`src/rtl/shot_controller_pkg.sv`:
```
// Shared definitions for the ball-thrower game sequencer.
//   phase_e       : FSM state encoding, also driven out on the phase port
//   DIR_* / BTN_* : bit positions of the buttons inside the internal vectors
//   BTN_PRESSED   : board buttons and aim-block direction levels are active-low
//   first_dir()   : fixed-priority pick among adjust events (lowest index wins)
package shot_controller_pkg;

    typedef enum logic [2:0] {
        PH_INIT   = 3'd0,
        PH_AIM    = 3'd1,
        PH_LAUNCH = 3'd2,
        PH_FLIGHT = 3'd3,
        PH_SETTLE = 3'd4,
        PH_OVER   = 3'd5
    } phase_e;

    localparam int NUM_DIR       = 4;
    localparam int NUM_BTN       = 5;
    localparam int DIR_ANGLEUP   = 0;
    localparam int DIR_ANGLEDOWN = 1;
    localparam int DIR_POWERUP   = 2;
    localparam int DIR_POWERDOWN = 3;
    localparam int BTN_FIRE      = 4;

    localparam logic BTN_PRESSED  = 1'b0;
    localparam logic BTN_RELEASED = 1'b1;

    // angleup > angledown > powerup > powerdown
    function automatic logic [1:0] first_dir(input logic [NUM_DIR-1:0] ev);
        first_dir = 2'd0;
        for (int i = NUM_DIR - 1; i >= 0; i--) begin
            if (ev[i]) first_dir = 2'(i);
        end
    endfunction

endpackage

```
`src/rtl/shot_controller_debounce.sv`:
```
// button_debounce: 2-flop synchronizer plus stability counter for one raw
// active-low pushbutton.
//   clk, rst : system clock, synchronous active-high reset
//   btn_n    : raw asynchronous button (low = pressed)
//   level    : debounced level, resets to released (1)
//   fall     : one-cycle pulse in the cycle level goes to pressed
module button_debounce
    import shot_controller_pkg::*;
#(
    parameter int DEB_CYCLES = 500000
) (
    input  logic clk,
    input  logic rst,
    input  logic btn_n,
    output logic level,
    output logic fall
);

    localparam int CW = (DEB_CYCLES > 1) ? $clog2(DEB_CYCLES) : 1;

    logic          sync1_q, sync2_q;
    logic          level_q, level_d;
    logic          fall_q, fall_d;
    logic [CW-1:0] cnt_q, cnt_d;

    // Counter only runs while the synchronized input disagrees with the
    // debounced level; any agreement (a bounce back) restarts it.
    always_comb begin
        level_d = level_q;
        fall_d  = 1'b0;
        cnt_d   = '0;
        if (sync2_q != level_q) begin
            if (cnt_q == CW'(DEB_CYCLES - 1)) begin
                level_d = sync2_q;
                fall_d  = (sync2_q == BTN_PRESSED);
            end else begin
                cnt_d = cnt_q + 1'b1;
            end
        end
    end

    always_ff @(posedge clk) begin
        if (rst) begin
            sync1_q <= BTN_RELEASED;
            sync2_q <= BTN_RELEASED;
            level_q <= BTN_RELEASED;
            fall_q  <= 1'b0;
            cnt_q   <= '0;
        end else begin
            sync1_q <= btn_n;
            sync2_q <= sync1_q;
            level_q <= level_d;
            fall_q  <= fall_d;
            cnt_q   <= cnt_d;
        end
    end

    assign level = level_q;
    assign fall  = fall_q;

endmodule

```
`src/rtl/shot_controller.sv`:
```
// shot_controller: sequences one game of the ball thrower.
//   clk, rst                 : system clock, synchronous active-high reset
//   angleup..powerdown, fire : raw active-low buttons
//   landed, hit              : physics status (hit sampled with first landed)
//   update, *_o, aim_rst     : strobe / active-low direction levels / reset to aim block
//   launch                   : one-cycle launch pulse to physics
//   phase, shots, score      : FSM state, shots fired, hits this game
//   game_over                : high in OVER
// All outputs are registered.
module shot_controller
    import shot_controller_pkg::*;
#(
    parameter int DEB_CYCLES    = 500000,
    parameter int REPEAT_CYCLES = 12500000,
    parameter int MAX_SHOTS     = 5
) (
    input  logic       clk,
    input  logic       rst,
    input  logic       angleup,
    input  logic       angledown,
    input  logic       powerup,
    input  logic       powerdown,
    input  logic       fire,
    input  logic       landed,
    input  logic       hit,
    output logic       update,
    output logic       angleup_o,
    output logic       angledown_o,
    output logic       powerup_o,
    output logic       powerdown_o,
    output logic       aim_rst,
    output logic       launch,
    output logic [2:0] phase,
    output logic [2:0] shots,
    output logic [2:0] score,
    output logic       game_over
);

    localparam int RW = (REPEAT_CYCLES > 1) ? $clog2(REPEAT_CYCLES) : 1;

    logic [NUM_BTN-1:0] btn_n, lvl, fall;
    assign btn_n = {fire, powerdown, powerup, angledown, angleup};

    for (genvar i = 0; i < NUM_BTN; i++) begin : g_btn
        button_debounce #(.DEB_CYCLES(DEB_CYCLES)) u_deb (
            .clk   (clk),
            .rst   (rst),
            .btn_n (btn_n[i]),
            .level (lvl[i]),
            .fall  (fall[i])
        );
    end

    phase_e          state_q, state_d;
    logic [2:0]      ic_q, ic_d;          // INIT cycles already issued
    logic [3:0]      seq_q, seq_d;        // adjust sequence valid pipe, bit k = e+k+1
    logic [1:0]      sel_q, sel_d;
    logic            rep_act_q, rep_act_d;
    logic [1:0]      rep_dir_q, rep_dir_d;
    logic [RW-1:0]   rep_cnt_q, rep_cnt_d;
    logic            fire_pend_q, fire_pend_d;
    logic            update_q, update_d;
    logic [3:0]      dir_o_q, dir_o_d;
    logic            aim_rst_q, aim_rst_d;
    logic            launch_q, launch_d;
    logic [2:0]      shots_q, shots_d;
    logic [2:0]      score_q, score_d;
    logic            game_over_q, game_over_d;

    logic            in_aim, rep_evt, fire_go, adj_go;
    logic [3:0]      adj_ev;
    logic [1:0]      adj_dir;

    assign in_aim  = (state_q == PH_AIM);
    assign rep_evt = rep_act_q && (rep_cnt_q == RW'(REPEAT_CYCLES - 1))
                     && (lvl[rep_dir_q] == BTN_PRESSED);
    assign adj_ev  = fall[NUM_DIR-1:0] | (rep_evt ? (4'b0001 << rep_dir_q) : 4'b0000);
    assign adj_dir = first_dir(adj_ev);
    // Fire may hand over in the last busy cycle (only the e+4 update remains),
    // so a latched fire launches the cycle right after the sequence ends.
    assign fire_go = in_aim && (fall[BTN_FIRE] || fire_pend_q) && !(|seq_q[2:0]);
    assign adj_go  = in_aim && !(|seq_q) && !fire_go && (|adj_ev);

    always_comb begin
        state_d     = state_q;
        ic_d        = ic_q;
        seq_d       = {seq_q[2:0], adj_go};
        sel_d       = adj_go ? adj_dir : sel_q;
        rep_act_d   = rep_act_q;
        rep_dir_d   = rep_dir_q;
        rep_cnt_d   = (adj_go || rep_evt) ? '0 : rep_cnt_q + 1'b1;
        fire_pend_d = fire_pend_q;
        update_d    = seq_q[0] | seq_q[2];
        dir_o_d     = '1;
        aim_rst_d   = 1'b0;
        launch_d    = 1'b0;
        shots_d     = shots_q;
        score_d     = score_q;

        if (adj_go)                   dir_o_d[adj_dir] = BTN_PRESSED;
        else if (seq_q[0] | seq_q[1]) dir_o_d[sel_q]   = BTN_PRESSED;

        // Repeat timer follows the most recently accepted direction only.
        if (adj_go) begin
            rep_act_d = 1'b1;
            rep_dir_d = adj_dir;
        end else if (lvl[rep_dir_q] == BTN_RELEASED) begin
            rep_act_d = 1'b0;
        end

        unique case (state_q)
            PH_INIT: begin
                shots_d = '0;
                score_d = '0;
                if (ic_q == 3'd4) begin
                    state_d = PH_AIM;
                end else begin
                    aim_rst_d = 1'b1;
                    update_d  = ic_q[0];
                    ic_d      = ic_q + 3'd1;
                end
            end
            PH_AIM: begin
                if (fire_go) begin
                    state_d     = PH_LAUNCH;
                    launch_d    = 1'b1;
                    shots_d     = shots_q + 3'd1;
                    fire_pend_d = 1'b0;
                end else if (fall[BTN_FIRE]) begin
                    fire_pend_d = 1'b1;
                end
            end
            PH_LAUNCH: state_d = PH_FLIGHT;
            PH_FLIGHT: begin
                if (landed) begin
                    state_d = PH_SETTLE;
                    score_d = score_q + {2'b00, hit};
                end
            end
            PH_SETTLE: state_d = (shots_q == 3'(MAX_SHOTS)) ? PH_OVER : PH_AIM;
            PH_OVER: begin
                if (fall[BTN_FIRE]) begin
                    // Enter directly at INIT cycle 0 so INIT spans exactly 4 cycles.
                    state_d   = PH_INIT;
                    ic_d      = 3'd1;
                    aim_rst_d = 1'b1;
                    update_d  = 1'b0;
                    shots_d   = '0;
                    score_d   = '0;
                end
            end
            default: state_d = PH_INIT;
        endcase

        if (state_d != PH_AIM) begin
            fire_pend_d = 1'b0;
            rep_act_d   = 1'b0;
        end
        game_over_d = (state_d == PH_OVER);
    end

    always_ff @(posedge clk) begin
        if (rst) begin
            state_q     <= PH_INIT;
            ic_q        <= '0;
            seq_q       <= '0;
            sel_q       <= '0;
            rep_act_q   <= 1'b0;
            rep_dir_q   <= '0;
            rep_cnt_q   <= '0;
            fire_pend_q <= 1'b0;
            update_q    <= 1'b0;
            dir_o_q     <= '1;
            aim_rst_q   <= 1'b0;
            launch_q    <= 1'b0;
            shots_q     <= '0;
            score_q     <= '0;
            game_over_q <= 1'b0;
        end else begin
            state_q     <= state_d;
            ic_q        <= ic_d;
            seq_q       <= seq_d;
            sel_q       <= sel_d;
            rep_act_q   <= rep_act_d;
            rep_dir_q   <= rep_dir_d;
            rep_cnt_q   <= rep_cnt_d;
            fire_pend_q <= fire_pend_d;
            update_q    <= update_d;
            dir_o_q     <= dir_o_d;
            aim_rst_q   <= aim_rst_d;
            launch_q    <= launch_d;
            shots_q     <= shots_d;
            score_q     <= score_d;
            game_over_q <= game_over_d;
        end
    end

    assign update      = update_q;
    assign angleup_o   = dir_o_q[DIR_ANGLEUP];
    assign angledown_o = dir_o_q[DIR_ANGLEDOWN];
    assign powerup_o   = dir_o_q[DIR_POWERUP];
    assign powerdown_o = dir_o_q[DIR_POWERDOWN];
    assign aim_rst     = aim_rst_q;
    assign launch      = launch_q;
    assign phase       = state_q;
    assign shots       = shots_q;
    assign score       = score_q;
    assign game_over   = game_over_q;

endmodule

```
`config.mk`:
```
export PLATFORM = sky130hd
export DESIGN_NAME = shot_controller
export DESIGN_NICKNAME = d
export VERILOG_FILES = /design/src/rtl/shot_controller_pkg.sv /design/src/rtl/shot_controller_debounce.sv /design/src/rtl/shot_controller.sv
export SDC_FILE = /design/constraint.sdc
export NUM_CORES = 1
export LEC_CHECK = 0
export ABC_CLOCK_PERIOD_IN_PS = 2230
export BUFFER_PORTS_ARGS = -buffer_cell sky130_fd_sc_hd__buf_4
export CORE_MARGIN = 2
export CORE_UTILIZATION = 56
export CTS_CLUSTER_SIZE = 16
export DETAILED_ROUTE_END_ITERATION = 16
export GPL_ROUTABILITY_DRIVEN = 1
export PLACE_DENSITY = 0.86
export SYNTH_ARGS = -nofsm -noshare
export SYNTH_HDL_FRONTEND = slang
export SYNTH_SLANG_ARGS = --single-unit
```
`constraint.sdc`:
```
create_clock -name clk -period 2.23 [get_ports clk]
set_clock_uncertainty 0.2 [all_clocks]
set_input_delay 0.1115 -clock clk [delete_from_list [all_inputs] [get_ports clk]]
set_output_delay 0.1115 -clock clk [all_outputs]
set_load 0.01 [all_outputs]
```
==> Word-level counts from Yosys, hierarchy flattened <==
Cells that the tools add are included.
W data, S select, Z words.
{ "word_totals": {"out_inout_bits": 17, "inputBits": 9, "word_cells": 183, "regBits": 167} }
{ "op_classes": {"magnitude_cmp": 5, "bitwise_logic": 22, "muxes": 38, "addsub": 9, "n_reduce_logical": 45, "eq_ne": 24, "shifts": 1} }
{ "op_table": {"columns": ["op", "n"], "rows": [
  ["$add A19 B1 Y19 const B", 5],
  ["$eq A19 B19 Y1 const B", 5],
  ["$reduce_or A3 Y1", 11],
  ["$mux W3", 10],
  ["$add A24 B1 Y24 const B", 1],
  ["$eq A24 B24 Y1 const B", 1],
  ["$pmux W3 S3", 2],
  ["$pmux W3 S6", 1],
  ["$not A1 Y1", 17],
  ["$eq A3 B3 Y1 const B", 5],
  ["$mux W1", 12],
  ["$mux W4", 3],
  ["$reduce_and A2 Y1", 6],
  ["$logic_and A1 B1 Y1", 9],
  ["$reduce_and A3 Y1", 3],
  ["$mux W2", 4],
  ["$not A4 Y4", 2],
  ["$reduce_or A4 Y1", 2],
  ["$add A3 B1 Y3 const B", 2],
  ["$eq A3 B2 Y1 const B", 2],
  ["$lt A2 B3 Y1 const B", 2],
  ["$pmux W3 S2", 1],
  ["$reduce_bool A2 Y1", 3],
  ["$reduce_bool A3 Y1", 2],
  ["other kinds (18)", 33]
]} }

==> Depth between registers and ports, before layout <==
Gate-level depths: netlist of run 1.
{ "depth": {"depth_word": 16, "depth_mapped": 8, "ltp_nobuf": 7} }

==> Modules after synthesis <==
From an unflattened synthesis of run 1, not the netlist that was laid out.
{ "unflattened": {"hier_cells": 865, "area_unflattened_um2": 7526.0} }
{ "by_module_without_submodules": {"columns": ["module", "instances", "area_each_um2", "cells_per_inst", "seq_area_each_um2"], "rows": [
  ["button_debounce", 5, 1002.2, 114, 460.4],
  ["shot_controller", 1, 2514.9, 295, 1041.0]
]} }

==> Worst setup path before layout of run 1 <==
No wires, ideal clock.
{ "synth_path": {"kind": "register to register", "start": "register rep_dir_q[1]", "end": "register dir_o_q[0]", "arrival_ps": 1968, "path_buffers": 1, "path_slack_ps": -70, "stages_incl_launch_ff": 7, "period_less_slack_ps": 2300, "t_required_ps": 1899, "cell_sequence": "dfxtp_1 > mux4_2 > nand2b_4 > or4_1 > buf_2 > a311oi_1 > o211ai_1"} }
{ "synth_between": {"elab_chain_cells": 16, "elab_cells_between_ends": 27} }
{ "synth_rtl": {"columns": ["element", "line_no", "rtl"], "rows": [
  ["start: declaration", "shot_controller.sv:59", "logic [1:0] rep_dir_q, rep_dir_d;"],
  ["start signal: assignment", "shot_controller.sv:185", "rep_dir_q <= rep_dir_d;"],
  ["$bmux W1 S2", "shot_controller.sv:76", "&& (lvl[rep_dir_q] == BTN_PRESSED);"],
  ["$mux W1 (not written as such)", "shot_controller.sv:76", null],
  ["$not A1 Y1", "shot_controller.sv:76", null],
  ["$logic_and A1 B1 Y1", "shot_controller.sv:76", null],
  ["$mux W4", "shot_controller.sv:77", "assign adj_ev = fall[NUM_DIR-1:0] | (rep_evt ? (4'b0001 << rep_dir_q) : 4'b0000);"],
  ["$or A4 B4 Y4", "shot_controller.sv:77", null],
  ["$mux W2 (4 in series)", "shot_controller_pkg.sv:32", "if (ev[i]) first_dir = 2'(i);"],
  ["$lt A2 B3 Y1 (not written as such) or $ge A2 B1 Y1 (tied branches)", "shot_controller.sv:100", "if (adj_go) dir_o_d[adj_dir] = BTN_PRESSED;"],
  ["$logic_and A1 B1 Y1 (not written as such)", "shot_controller.sv:100", null],
  ["$mux W1 (not written as such)", "shot_controller.sv:100", null],
  ["$demux W1 S2", "shot_controller.sv:100", null],
  ["$not A4 Y4 (no source line)", null, null],
  ["$mux W4 *", "shot_controller.sv:100", null],
  ["end signal: assignment", "shot_controller.sv:189", "dir_o_q <= dir_o_d;"],
  ["end: declaration", "shot_controller.sv:63", "logic [3:0] dir_o_q, dir_o_d;"]
]} }
Mark *: on every way between the ends. The rest lies on a longest branch, timed or not. The select of a mux whose other input is x is not followed.
A chain may end at the register's enable or synchronous reset.

==> Final worst setup path of run 1 <==
Same ends and word-level chain as after synthesis.

==> impl_metrics.yaml, run 1 <==
clock_network:
  cts_tree: "done"
  cts_setup_buffers: 0
  numCtsBuffers: 17
  ctsLongestPathBuffers: 2
  cts.reportedPaths.clkPinSlew_ps: 60
  cts.sinks: 167
  cts_root_buffer: "clkbuf_16"
  clkLatencyLatePin_ps: 430
  cts.htree.levels: 4
timing:
  slew_violations: 0
  hold_viol: 0
  setup_violations: 0
  grt_setup_unrepaired: "yes"
  period_share_pct: 99.9
  post-route-min-period_ps: 2230
  tightest_slew_ps: 528
  tns_ps: 0
  max_freq_ghz: 0.449
  max_slew_margin_pct: 64.5
finish:
  fill_cells: 1004
  nets: 918
  antenna_cells: 0
  area_growth_pct: 18.8
  regArea_sq_mm: 0.00334
  finish.utilization_pct: 68.2
  layout-drive-gt1-share_pct: 13.7
  multi_input_area_sq_mm: 0.00375
pwr:
  p_leak_uw: 0.00297
  p_int_uw: 4870
  sw_frac_of_total_pct: 21.3
  p_seq_share_pct: 49.3
  pwr-share-comb_pct: 3.9
  p_sw_uw: 1310
  vdd_drop_max_uv: 480
  p_clk_share_pct: 46.8
  powerDensity_mw_per_mm2: 719
min_path:
  hp-start: "angleup"
  min_path_cells: 3
  min-delay-path-class: "input pin to register"
  hold_end: "g_btn[0].u_deb.sync1_q"
grt:
  grt-ovfl-total: 0
  grt_pass1_wl_um: 24200
  grt_start_max_net_pins: 26
  grt_pass1_vias: 5506
  track_usage_pct: 20.8
  antenna_found_initial: 0
logic_synthesis:
  syn_nets: 852
  synth_top_area_cell: "dfxtp_1"
  synth-edff-count: 0
  ys_types: 50
  avgSynthCellArea_sq_um: 8.72
  yosys-top-cells-count: "dfxtp_1, nor2_1, xnor2_1"
  synth-seq-cells: 167
  yosysSeqAreaShare_pct: 46.2
  synth_ff_type: "dfxtp_1"
  synthCells: 831
  synthDominantCellAreaShare_pct: 46.2
  synthTopCellsByArea: "dfxtp_1, nor2_1, xnor2_1"
  synth_area_sq_mm: 0.00724
  async_flop_share_pct: 0
  ys_warn_count: 0
setup_path:
  reg2reg_to: "dir_o_q[0]"
  cp_cell_sequence: "mux4_2, nand2b_4, or4_4, a311oi_2, o211ai_1"
  reg2reg_from: "rep_dir_q[1]"
  cp_data_required_time_ps: 2320
  r2r_cells: 5
  worstPathArrival_ps: 2320
  cp_slowest_cell: "or4_4"
  ff2ff_setup_slack_ps: 3
  start_kind: "register"
  setup.worst_path.end_class: "register"
  path_class: "register to register"
  critPathMaxStageDelay_ps: 520
  worstPathMaxFanout: 5
die:
  start_util_pct: 57.4
  die_h_um: 118
  io_pins: 26
  die_w_um: 118
  row_count: 41
  core_sq_mm: 0.0126
  die_area_sq_mm: 0.0139
route:
  drt_wl_total_um: 13700
  route.detailed.drc: 0
  drtIter0Drc: 421
  antenna_left: 0
  dr.pass1.iters: 4
  wl_per_cell_um: 12.6
  viasPerCell: 5.28
  vias: 5714
placed_design:
  port_buffers: 25
  dp.final_hpwl_um: 9480
  finalWeightedCongestion: 0.869
outcome:
  status: "finished, final reports clean"
flow_run:
  max_cap_violations: 0
-- critical path, delay by kind of cell (launching register included) --
kind | cells | cell delay, ps
flops | 1 | 340
simple gates | 2 | 690
mux | 1 | 500
compound gates | 2 | 380
-- repair_timing --
item                                    in CTS  in global routing
endpoints found under the setup margin      27                 48
hold buffers                                 9                  0
endpoints found under the hold margin       23                  0
gates resized for setup                      5                  4
pin swaps                                    0                  3
gates cloned                                 0                  0
-- layer usage --
layer	global-route usage, %	routed length [um]
met5	0	0
met4	9.26	293
met3	4.31	404
met2	35.3	6660
met1	25.5	6310
-- state kept, by name (all words and copies together) (netlist names) --
name and count:
g_btn.u_deb.cnt_q 95, rep_cnt_q 24, g_btn.u_deb.fall 5, g_btn.u_deb.level 5, g_btn.u_deb.sync1_q 5, g_btn.u_deb.sync2_q 5
dir_o_q 4, seq_q 4, ic_q 3, phase 3, score 3, shots 3
rep_dir_q 2, aim_rst 1, fire_pend_q 1, game_over 1, launch 1, rep_act_q 1
update 1
-- metrics by stage --
step,cells,power (uW),area (sq um),setup WS [ps],hold WS [ps]
2_1_floorplan,831,3260,7240,-7.50,15.3
5_1_grt,1082,6410,8600,-44.4,217
3_5_place_dp,1041,3340,7870,-82.0,102
6_report,1082,6180,8600,3.07,207
4_1_cts,1082,6240,8580,8.05,194
3_3_place_gp,1041,3330,7870,-44.8,101
-- kinds of logic after synthesis --
kind of cell               share of synthesized area, %
buffers and inverters                              2.87
and+or+nand+nor                                    29.3
DFF                                                46.2
AOI/OAI and AO/OA                                  4.96
muxes                                             0.898
xor gates and xnor gates                           13.8
adders and majority gates                          2.07
-- placed cells by master (no fill, tap or decap), types with 4 or more instances in the layout --
cell type / Yosys / layout
or2_2: 16 / 15
and4_1: 5 / 5
nor4b_1: 14 / 13
dlygate4sd3_1: 0 / 9
clkbuf_16: 0 / 17
nor3_1: 30 / 29
or4_1: 5 / 4
nand2_1: 51 / 51
buf_4: 2 / 63
nand2b_1: 6 / 6
ha_1: 12 / 12
nor2b_1: 9 / 9
inv_1: 26 / 26
nor4_1: 11 / 10
nand4_1: 30 / 30
a31oi_1: 4 / 4
xnor2_1: 63 / 63
xor2_1: 51 / 51
nor3b_1: 5 / 5
or3_1: 9 / 9
a21oi_1: 16 / 16
o21ai_0: 7 / 7
a211o_1: 5 / 5
and3_1: 19 / 19
nor2_1: 167 / 167
dfxtp_1: 167 / 166
nand3_1: 44 / 44
-- worst max-delay path by stage --
stage | start | slack, ps | end | depth (start not counted)
finish | rep_dir_q[1] | 3 | dir_o_q[0] | 5
global placement | rep_cnt_q[0] | -40 | dir_o_q[0] | 6
CTS | rep_dir_q[1] | 8 | dir_o_q[0] | 5
global route | rep_cnt_q[1] | -40 | dir_o_q[0] | 6
detailed placement | rep_cnt_q[1] | -80 | dir_o_q[0] | 6
floorplan | rep_dir_q[1] | -8 | dir_o_q[0] | 6
-- power groups by stage --
stage	sequential [uW]	clock (uW)	combinational, uW
2_1_floorplan	3120	0	143
3_3_place_gp	3110	0	217
3_5_place_dp	3110	0	223
4_1_cts	3050	2940	242
5_1_grt	3050	3090	270
6_report	3050	2890	243
-- layout make-up --
type,instances,share of cell area (%)
multi-input combinational,611,43.6
sequential,167,38.9
timing repair buffer,74,7.01
clock buffer,21,5.47
tap,172,2.50
clock inverter,11,1.44
inverter,26,1.13
(Power assumes the default switching activity.)
==> run 2, diff against run 1 <==
REMOVE_ABC_BUFFERS = 1   (was not set)
==> impl_metrics.yaml, run 2 (synthesis results as in run 1) <==
timing:
  period_share_pct: 99.5
  setup_violations: 0
  tightest_slew_ps: 707
  grt_setup_unrepaired: "yes"
  slew_violations: 0
  max_freq_ghz: 0.451
  hold_viol: 0
  layout_setup_ws_ps: 10.3
  post-route-min-period_ps: 2220
  max_slew_margin_pct: 52.4
route:
  viasPerCell: 5.45
  route.met2.wl_um: 7190
  drtIter0Drc: 627
  wl_per_cell_um: 13.6
  antenna_left: 0
  routed.top_layer: "met4"
  vias: 5884
  drt_wl_total_um: 14700
  met3_length_um: 550
  drt-met1-wl_um: 6550
  route.detailed.drc: 0
  dr.pass1.iters: 5
finish:
  nets: 916
  layout_commonest_cell: "nor2_1"
  area_growth_pct: 19.1
  layout-drive-gt1-share_pct: 13.5
  reg_top3: "g_btn.u_deb.cnt_q x95, rep_cnt_q x24"
  antenna_cells: 0
  stdcell_area_sq_mm: 0.00862
  largest_reg_flops: 95
  final_cell_mix: "nor2_1, dfxtp_1, xnor2_1"
  max_flop_register: "g_btn.u_deb.cnt_q"
  fill_cells: 938
placed_design:
  finalWeightedCongestion: 0.848
  dp_worst_setup_slack_ps: -153
  placed_cell_area_sq_mm: 0.00785
  dp.final_hpwl_um: 9260
  port_buffers: 25
pwr:
  powerDensity_mw_per_mm2: 741
  p_int_uw: 5040
  p_seq_share_pct: 47.7
  p_clk_share_pct: 48.3
  pwr-share-comb_pct: 4.0
  p_sw_uw: 1350
  p_total_uw: 6390
  vdd_drop_max_uv: 598
  p_leak_uw: 0.00297
  sw_frac_of_total_pct: 21.1
die:
  die_area_sq_mm: 0.0139
  start_util_pct: 57.4
  core_sq_mm: 0.0126
  die_w_um: 118
  row_count: 41
  io_pins: 26
  die_h_um: 118
clock_network:
  clkLatencyLatePin_ps: 430
  cts.sinks: 167
  ctsLongestPathBuffers: 2
  cts.reportedPaths.clkPinSlew_ps: 60
  cts_setup_buffers: 0
  cts_root_buffer: "clkbuf_16"
  numCtsBuffers: 17
  cts_tree: "done"
  cts.htree.levels: 4
outcome:
  status: "finished, final reports clean"
grt:
  grt_start_max_net_pins: 26
  grt_pass1_vias: 5751
  track_usage_pct: 22.0
  grt_pass1_wl_um: 25500
  antenna_found_initial: 0
  grt-ovfl-total: 0
setup_path:
  start_kind: "register"
  path_class: "register to register"
  setup.worst_path.end_class: "register"
  worstPathMaxFanout: 5
  worstPathArrival_ps: 2330
  cp_data_required_time_ps: 2340
min_path:
  min-delay-path-class: "register to register"
flow_run:
  max_cap_violations: 0
[run 2: changes by cell type in the layout (fill, tap and decap cells not counted), sizes merged]
| cell | previous run | this run |
|---|---|---|
| buf | 65 | 63 |
| bufinv | 2 | 4 |
| clkinv | 6 | 2 |
| clkinvlp | 3 | 4 |
| inv | 26 | 27 |
[run 2: area by class of cell]
type                       count  area (sq um)  share of cell area [%]
inverter                      26          97.6                    1.13
clock inverter                11           173                    2.00
tap                          172           215                    2.50
timing repair buffer          72           588                    6.82
multi-input combinational    611          3760                    43.6
sequential                   167          3340                    38.8
clock buffer                  21           450                    5.22
[run 2: power by group through the flow]
stage / Clock (uW) / Sequential, uW / Combinational [uW]
6_report: 3090 / 3050 / 256
3_5_place_dp: 0 / 3120 / 224
5_1_grt: 3250 / 3060 / 284
3_3_place_gp: 0 / 3110 / 218
4_1_cts: 3120 / 3050 / 254
2_1_floorplan: 0 / 3120 / 123
[run 2: metal layers]
metal,GRT usage (%),vias up
li1,-,2957
met1,26.5,2757
met2,37.1,135
met3,4.89,35
met4,10.9,0
met5,0,-
[run 2: final timing paths]
| check | slack [ps] | depth (start not counted) | from | to |
|---|---|---|---|---|
| worst max-delay path | 10 | 6 | rep_dir_q[1] | rep_dir_q[1] |
| worst max register to register | 10 | 6 | rep_dir_q[1] | rep_dir_q[1] |
| worst min-delay path | 210 | 1 | g_btn[2].u_deb.sync1_q | g_btn[2].u_deb.sync2_q |
| worst min register to register | 210 | 1 | g_btn[2].u_deb.sync1_q | g_btn[2].u_deb.sync2_q |
[run 2: what timing repair did]
item | CTS | global route
endpoints found under the setup margin | 30 | 41
endpoints found under the hold margin | 23 | 0
hold buffers | 9 | 0
pin swaps | 2 | 1
resized for setup | 6 | 5
[run 2: critical path, stage by stage (launching register included)]
cell	delay, ps
dfxtp_2	340
mux4_2	490
nand2b_4	160
buf_4	150
nor3_1	200
mux2_2	400
nand2b_1	170
[run 2: stage by stage]
stage          hold slack, ps  utilization (%)  instances  TNS, ps
2_1_floorplan           -19.4                -        804    -9370
3_3_place_gp             95.6             62.2       1039    -1040
3_5_place_dp              103             62.2       1039    -2520
4_1_cts                   207             68.1       1080        0
5_1_grt                   221             68.3       1080     -476
6_report                  214             68.3       1080        0
==> run 3, diff against run 2 <==
CORE_UTILIZATION = 40   (was 56)
PLACE_DENSITY = 0.68   (was 0.86)
==> impl_metrics.yaml, run 3 (synthesis results as in run 1) <==
outcome:
  status: "finished, final reports clean"
min_path:
  min-delay-path-class: "input pin to register"
finish:
  nets: 922
  antenna_cells: 0
  fill_cells: 1685
  layout_commonest_cell: "nor2_1"
  area_growth_pct: 20.4
  layout-drive-gt1-share_pct: 14.0
  instances_no_fill: 1142
  stdcell_area_sq_mm: 0.00872
  final_cell_mix: "nor2_1, dfxtp_1, buf_4"
  largest_reg_flops: 95
  max_flop_register: "g_btn.u_deb.cnt_q"
  reg_top3: "g_btn.u_deb.cnt_q x95, rep_cnt_q x24"
route:
  drt-met1-wl_um: 6880
  dr.pass1.iters: 4
  route.met2.wl_um: 5840
  vias: 5585
  met3_length_um: 397
  drtIter0Drc: 276
  routed.top_layer: "met4"
  viasPerCell: 4.89
  drt_wl_total_um: 13300
  route.detailed.drc: 0
  antenna_left: 0
  wl_per_cell_um: 11.7
timing:
  max_freq_ghz: 0.458
  grt_setup_unrepaired: "yes"
  setup_violations: 0
  slew_violations: 0
  hold_viol: 0
  tightest_slew_ps: 531
  post-route-min-period_ps: 2180
  hold_slack_ps: 209
  max_slew_margin_pct: 64.2
  period_share_pct: 97.9
placed_design:
  finalWeightedCongestion: 0.853
  placedCellCount: 1101
  port_buffers: 25
  dp.final_hpwl_um: 9320
  placed_cell_area_sq_mm: 0.00796
clock_network:
  cts_tree: "done"
  clkLatencyLatePin_ps: 430
  cts_root_buffer: "clkbuf_16"
  ctsLongestPathBuffers: 2
  numCtsBuffers: 17
  cts.sinks: 167
  cts.htree.levels: 4
  cts.reportedPaths.clkPinSlew_ps: 60
  cts_setup_buffers: 0
setup_path:
  cp_data_required_time_ps: 2330
  cp_cell_sequence: "mux4_2, nand2b_4, or4_4, a311oi_2, o211ai_1"
  start_kind: "register"
  path_class: "register to register"
  setup.worst_path.end_class: "register"
  worstPathMaxFanout: 4
  cp_slowest_cell: "or4_4"
  critPathMaxStageDelay_ps: 510
  worstPathArrival_ps: 2280
grt:
  grt_pass1_vias: 5257
  antenna_found_initial: 0
  grt_start_max_net_pins: 22
  track_usage_pct: 14.7
  grt-ovfl-total: 0
  grt_pass1_wl_um: 23700
die:
  die_area_sq_mm: 0.0192
  die_w_um: 139
  start_util_pct: 40.6
  row_count: 49
  die_h_um: 139
  io_pins: 26
  core_sq_mm: 0.0178
flow_run:
  max_cap_violations: 0
pwr:
  p_leak_uw: 0.00299
  vdd_drop_max_uv: 427
  powerDensity_mw_per_mm2: 716
run 3: area by class of cell:
class                   instances  area [sq um]  area share, %
clock buffers                  22           484           5.55
inverters                      26          97.6           1.12
flip-flops and latches        167          3340           38.4
well taps                     229           287           3.29
clock inverters                 9           118           1.35
multi-input cells             611          3750           43.0
repair buffers                 78           639           7.33
run 3: repair_timing:
| action | in CTS | in global routing |
|---|---|---|
| hold endpoints to repair | 20 | 0 |
| pin swaps | 3 | 3 |
| gates cloned | 0 | 0 |
| gates resized for setup | 5 | 7 |
| hold buffers | 10 | 0 |
| setup endpoints to repair | 27 | 29 |
run 3: path summary, 6_finish.rpt:
check | start | to | slack, ps | cells past startpoint
worst min register to register | g_btn[1].u_deb.sync1_q | g_btn[1].u_deb.sync2_q | 220 | 1
worst max-delay path | rep_dir_q[1] | dir_o_q[0] | 50 | 5
worst min-delay path | powerup | g_btn[2].u_deb.sync1_q | 210 | 3
worst max register to register | rep_dir_q[1] | dir_o_q[0] | 50 | 5
run 3: power by group:
| part | internal [uW] | total, uW | switching, uW |
|---|---|---|---|
| Combinational | 119 | 247 | 128 |
| Clock | 1770 | 2940 | 1180 |
| Sequential | 3020 | 3050 | 27.7 |
| Total | 4910 | 6240 | 1330 |
run 3: metrics by stage:
stage	utilization, %	setup slack (ps)	setup TNS (ps)	power (uW)
2_1_floorplan	-	-318	-9370	3240
3_3_place_gp	44.6	-75.3	-385	3340
3_5_place_dp	44.6	-155	-1860	3340
4_1_cts	48.7	13.8	0	6320
5_1_grt	48.9	-48.2	-71.9	6480
6_report	48.9	46.7	0	6240
run 3: metal layers:
metal / vias up / global-route usage, %
met5: - / 0
met4: 0 / 6.50
met3: 16 / 3.49
met2: 68 / 23.1
met1: 2535 / 19.3
li1: 2966 / -
run 3: critical path: cells and delay by family, from the launching register on:
kind	cells	cell delay, ps
flops	1	330
mux	1	490
compound gates	2	360
simple gates	2	670
